<file path="config.mk">
export PLATFORM = sky130hd
export DESIGN_NAME = add_sub_16_seq_flat
export DESIGN_NICKNAME = d
export VERILOG_FILES = /design/src/rtl/add_sub_16_seq_if.sv /design/src/rtl/add_sub_16_seq.sv /design/src/flat_wrapper.sv
export SDC_FILE = /design/constraint.sdc
export NUM_CORES = 1
export LEC_CHECK = 0
export BUFFER_PORTS_ARGS = -buffer_cell sky130_fd_sc_hd__buf_2
export CAP_MARGIN = 15
export CORE_UTILIZATION = 49
export DETAILED_ROUTE_END_ITERATION = 10
export GPL_ROUTABILITY_DRIVEN = 0
export PLACE_DENSITY = 0.74
export SLEW_MARGIN = 20
export SYNTH_ARGS = -nofsm -noshare
export SYNTH_HDL_FRONTEND = slang
export SYNTH_SLANG_ARGS = --single-unit
</file>
<file path="constraint.sdc">
create_clock -name clk -period 2.65 [get_ports clk]
set_input_delay 0.1325 -clock clk [delete_from_list [all_inputs] [get_ports clk]]
set_output_delay 0.1325 -clock clk [all_outputs]
set_load 0.05 [all_outputs]
</file>
<file path="src/rtl/add_sub_16_seq_if.sv">
// Request/response bundle for the nibble-serial 16-bit add/subtract unit.
// The master issues operands; the slave returns status and result.
interface add_sub_16_seq_if;
  logic        start;
  logic        op;
  logic [15:0] a;
  logic [15:0] b;
  logic        ready;
  logic        busy;
  logic        done;
  logic [15:0] r;
  logic        cout;
  logic        ovf;

  modport master (
    output start, op, a, b,
    input  ready, busy, done, r, cout, ovf
  );

  modport slave (
    input  start, op, a, b,
    output ready, busy, done, r, cout, ovf
  );
endinterface

</file>
<file path="src/rtl/add_sub_16_seq.sv">
// Nibble-serial 16-bit adder/subtractor: one 4-bit slice per cycle,
// result published only once all four nibbles are complete.
module add_sub_16_seq (
  input  logic             clk,
  input  logic             rst,
  add_sub_16_seq_if.slave  bus
);

  typedef enum logic [1:0] {
    IDLE,
    RUN,
    DONE
  } state_t;

  state_t      state_q, state_d;
  logic [1:0]  idx_q, idx_d;
  logic        carry_q, carry_d;
  logic [15:0] a_q, a_d;
  logic [15:0] b_q, b_d;
  logic        op_q, op_d;
  logic [11:0] acc_q, acc_d;
  logic [15:0] r_q, r_d;
  logic        cout_q, cout_d;
  logic        ovf_q, ovf_d;

  logic [3:0]  a_nib;
  logic [3:0]  b_nib;
  logic        cin;
  logic [3:0]  lo;
  logic [1:0]  hi;
  logic [3:0]  nib;

  // Slice: low 3 bits first so the carry into the nibble MSB is visible.
  always_comb begin
    a_nib = a_q[{idx_q, 2'b00} +: 4];
    b_nib = b_q[{idx_q, 2'b00} +: 4] ^ {4{op_q}};
    cin   = (idx_q == 2'd0) ? op_q : carry_q;
    lo    = {1'b0, a_nib[2:0]} + {1'b0, b_nib[2:0]} + {3'b000, cin};
    hi    = {1'b0, a_nib[3]} + {1'b0, b_nib[3]} + {1'b0, lo[3]};
    nib   = {hi[0], lo[2:0]};
  end

  always_comb begin
    state_d = state_q;
    idx_d   = idx_q;
    carry_d = carry_q;
    a_d     = a_q;
    b_d     = b_q;
    op_d    = op_q;
    acc_d   = acc_q;
    r_d     = r_q;
    cout_d  = cout_q;
    ovf_d   = ovf_q;
    unique case (state_q)
      IDLE: begin
        if (bus.start) begin
          a_d     = bus.a;
          b_d     = bus.b;
          op_d    = bus.op;
          idx_d   = 2'd0;
          state_d = RUN;
        end
      end
      RUN: begin
        carry_d = hi[1];
        idx_d   = idx_q + 2'd1;
        unique case (idx_q)
          2'd0: acc_d[3:0]  = nib;
          2'd1: acc_d[7:4]  = nib;
          2'd2: acc_d[11:8] = nib;
          2'd3: begin
            r_d     = {nib, acc_q};
            cout_d  = hi[1];
            ovf_d   = hi[1] ^ lo[3];
            state_d = DONE;
          end
        endcase
      end
      DONE: state_d = IDLE;
      default: state_d = IDLE;
    endcase
  end

  always_ff @(posedge clk) begin
    if (rst) begin
      state_q <= IDLE;
      idx_q   <= 2'd0;
      carry_q <= 1'b0;
      a_q     <= '0;
      b_q     <= '0;
      op_q    <= 1'b0;
      acc_q   <= '0;
      r_q     <= '0;
      cout_q  <= 1'b0;
      ovf_q   <= 1'b0;
    end else begin
      state_q <= state_d;
      idx_q   <= idx_d;
      carry_q <= carry_d;
      a_q     <= a_d;
      b_q     <= b_d;
      op_q    <= op_d;
      acc_q   <= acc_d;
      r_q     <= r_d;
      cout_q  <= cout_d;
      ovf_q   <= ovf_d;
    end
  end

  assign bus.ready = (state_q == IDLE);
  assign bus.busy  = (state_q == RUN) || (state_q == DONE);
  assign bus.done  = (state_q == DONE);
  assign bus.r     = r_q;
  assign bus.cout  = cout_q;
  assign bus.ovf   = ovf_q;

endmodule

</file>
<file path="src/flat_wrapper.sv">
// flat-port wrapper written by rule: the top's interface ports become plain ports
module add_sub_16_seq_flat 
  (clk, rst, bus_start, bus_op, bus_a, bus_b, bus_ready, bus_busy, bus_done, bus_r, bus_cout, bus_ovf);
  add_sub_16_seq_if bus_i ();
  input  logic clk;
  input  logic rst;
  input wire logic [$bits(bus_i.start)-1:0] bus_start;
  input wire logic [$bits(bus_i.op)-1:0] bus_op;
  input wire logic [$bits(bus_i.a)-1:0] bus_a;
  input wire logic [$bits(bus_i.b)-1:0] bus_b;
  output wire logic [$bits(bus_i.ready)-1:0] bus_ready;
  output wire logic [$bits(bus_i.busy)-1:0] bus_busy;
  output wire logic [$bits(bus_i.done)-1:0] bus_done;
  output wire logic [$bits(bus_i.r)-1:0] bus_r;
  output wire logic [$bits(bus_i.cout)-1:0] bus_cout;
  output wire logic [$bits(bus_i.ovf)-1:0] bus_ovf;
  assign bus_i.start = bus_start;
  assign bus_i.op = bus_op;
  assign bus_i.a = bus_a;
  assign bus_i.b = bus_b;
  assign bus_ready = bus_i.ready;
  assign bus_busy = bus_i.busy;
  assign bus_done = bus_i.done;
  assign bus_r = bus_i.r;
  assign bus_cout = bus_i.cout;
  assign bus_ovf = bus_i.ovf;
  add_sub_16_seq u_core (.clk(clk), .rst(rst), .bus(bus_i));
endmodule
</file>
==> results by group <==
Status
  • Status: finished with violations
  • Failing checks: negative setup slack

Routing
  • Routed length per instance: 12.6 um
  • DR pass1 iterations: 6
  • DR iter-0 viols: 72
  • Vias: 2346
  • Residual DRC: 0
  • Drt total wl: 5.88 mm
  • Routed Antenna Nets: 0
  • Via/cell ratio: 5.02

STA
  • Worst-margin pin slew: 0.495 ns
  • Worst rel slew slack: 0.669
  • # setup viols final: 1
  • Setup WS post-layout: -0.0515 ns
  • Clk_skew: 0.00623 ns
  • Unrepaired setup endpoints after global routing: true
  • F_max: 370 MHz
  • Pins Over Slew Limit: 0
  • Final period utilization: 1.02
  • Fin crit period: 2.70 ns
  • Final hold violations: 0

Synth
  • Top_reg_cell synth: dfxtp_1
  • Area contributors post-synth: dfxtp_1, nand2_1, a21oi_1, mux4_1, ha_1
  • Post-synth EDFFs: 0
  • Synthesized area: 0.00289 mm^2
  • Mapped Nets: 377
  • Top cells by count, synth: nand2_1, dfxtp_1, a21oi_1
  • Most numerous cell in the Yosys netlist: nand2_1
  • Post-synth ARST share: 0
  • Share of the synthesized area in the top cell type: 0.471
  • Flops & latches, synth: 68
  • Leading area contributor after synthesis: dfxtp_1
  • Ys Warns: 0
  • Count of different cell masters after synthesis: 27
  • Mean post-synth cell area: 8.79 um^2
  • Cells after Synth: 329
  • Seq/Total Area, Yosys: 0.471

Die
  • Site Rows: 27
  • Die height: 78.8 um
  • Die ar.: 0.00621 mm^2
  • IO Pins: 57
  • Core area: 0.00561 mm^2
  • Die Span X: 78.8 um
  • Initial Util: 0.515

Run
  • Max Cap Viol: 0

Finish
  • Final #Nets: 439
  • Layout cells sized above 1: 0.271
  • Synthesis-to-layout area growth: 23.1%
  • # diodes: 0

CTS
  • Post-CTS Hold Fix Bufs: 0
  • Worst-Skew Late Latency: 0.34 ns
  • CTS tree: yes
  • Clk slew on worst S/H paths: 0.07 ns
  • Num CTS Buffers: 9
  • H-tree level count: 3
  • CTS root buf: clkbuf_8
  • Clock Sinks: 68
  • CTS max path bufs: 2

GRT
  • Total track usage: 0.209
  • Global-route wire length before repair: 9.86 mm
  • Initial antenna violation count: 0
  • Number of global-route vias before repair: 2139
  • Overflow after GRT: 0
  • Largest net degree at the start of global routing: 34
  • Met1 global-route usage: 0.252
  • Met3 Usage GRT: 0.0609
  • Most Crowded Layer GR: met2
  • GR Util met2: 0.337

Setup path
  • Worst Path Arrival: 2.94 ns
  • Crit path largest cell delay: 0.54 ns
  • CP top delay family: adder cells
  • Largest fanout on the critical path: 5
  • WP buf/inv: 1
  • Worst setup EP type: register
  • CP Cell Sequence: mux4_2 > xor2_2 > ha_1 > a21o_1 > a21o_1 > inv_2 > fa_2 > nand3_2 > a211oi_2 > a2111oi_1
  • Crit path launch type: register
  • Kind of critical path: register to register
  • Data required, critical path: 2.88 ns
  • Worst path most repeated cell: a21o_1
  • Slowest cell on crit path: mux4_2

Pwr
  • Leak pwr: 1.50 nW
  • Peak supply drop: 0.346 mV
  • Final Total Pwr: 2.28 mW
  • PD cells: 640 mW/mm^2

Placement
  • DP Worst Slack: -0.198 ns
  • DPL Wire Length: 4.16 mm
  • IO Port Bufs: 56

Hold path
  • HP Class: input port to register
==> final timing paths <==
| path | start | end | slack, ns | cells after the start |
|---|---|---|---|---|
| worst max-delay path | u_core.idx_q[0] | u_core.bus.ovf | -0.05 | 10 |
| worst min-delay path | bus_b[8] | u_core.b_q[8] | 0.03 | 3 |
| worst max register to register | u_core.idx_q[0] | u_core.bus.ovf | -0.05 | 10 |
| worst min register to register | u_core.bus.r[9] | u_core.bus.r[9] | 0.45 | 2 |
==> power breakdown <==
part           switching (mW)  internal (mW)
combinational           0.179          0.139
sequential             0.0293           1.07
clock                   0.353          0.508
==> kinds of logic (layout without fill, tap and decap cells) <==
group / count (synthesis) / after routing / share of synthesized area
xor+xnor: 5 / 5 / 0.0152
simple gates: 127 / 127 / 0.173
flops: 68 / 68 / 0.471
mux: 16 / 16 / 0.0996
compound gates: 66 / 66 / 0.129
buf+inv: 35 / 101 / 0.0528
fa+ha+maj: 12 / 12 / 0.0597
==> sequential cells by signal, indices dropped and copies added (netlist names) <==
name / cells
u_core.a_q: 16
u_core.acc_q: 12
u_core.b_q: 16
u_core.bus.cout: 1
u_core.bus.ovf: 1
u_core.bus.r: 16
u_core.carry_q: 1
u_core.idx_q: 2
u_core.op_q: 1
u_core.state_q: 2
==> cell usage in the layout, fill, tap and decap left out, drive strengths merged <==
master   instances
a2111oi          1
a211oi          11
a21o             2
a21oi           50
a32oi            1
and2             5
buf             76
bufinv           1
clkbuf          14
dfxtp           68
fa               3
ha               9
inv             10
mux2             1
mux2i            7
mux4             8
nand2           97
nand2b           2
nand3            2
nor2            19
nor2b            1
nor3             1
o21ai            1
xnor2            2
xor2             3
==> worst reg2reg max path: stages, from the launching register on <==
cell	delay, ns
dfxtp_4	0.38
mux4_2	0.54
xor2_2	0.18
ha_1	0.30
a21o_1	0.14
a21o_1	0.16
inv_2	0.05
fa_2	0.41
nand3_2	0.11
a211oi_2	0.04
a2111oi_1	0.29
==> layout make-up <==
| type | count | area (um^2) |
|---|---|---|
| clock buffers | 14 | 173 |
| fillers | 493 | 2050 |
| inverters | 10 | 37.5 |
| clock inverters | 1 | 30.0 |
| well taps | 72 | 90.1 |
| multi-input cells | 226 | 1430 |
| repair buffers | 76 | 430 |
| flip-flops and latches | 68 | 1370 |
==> layer usage <==
layer,up-vias,wire (um),part of all wire
met3,19,257,0.044
met2,58,2780,0.47
li1,1216,-,-
met4,0,163,0.028
met1,1053,2680,0.46
met5,-,0,0
==> stage by stage <==
step	TNS (ns)	area, um^2	hold WS, ns	cells	utilization
2_1_floorplan	-0.139	2900	0.268	329	-
3_3_place_gp	-0.339	3250	0.376	445	0.580
3_5_place_dp	-0.831	3250	0.379	445	0.580
4_1_cts	-0.0109	3550	0.0109	466	0.633
5_1_grt	-0.928	3560	0.0175	467	0.635
6_report	-0.0515	3560	0.0265	467	0.635
==> timing repair <==
| action | in CTS | in global routing |
|---|---|---|
| resized for setup | 14 | 1 |
| setup buffers | 6 | 1 |
| endpoints found under the setup margin | 6 | 10 |
| pin swaps | 11 | 1 |
(Power assumes the default switching activity.)
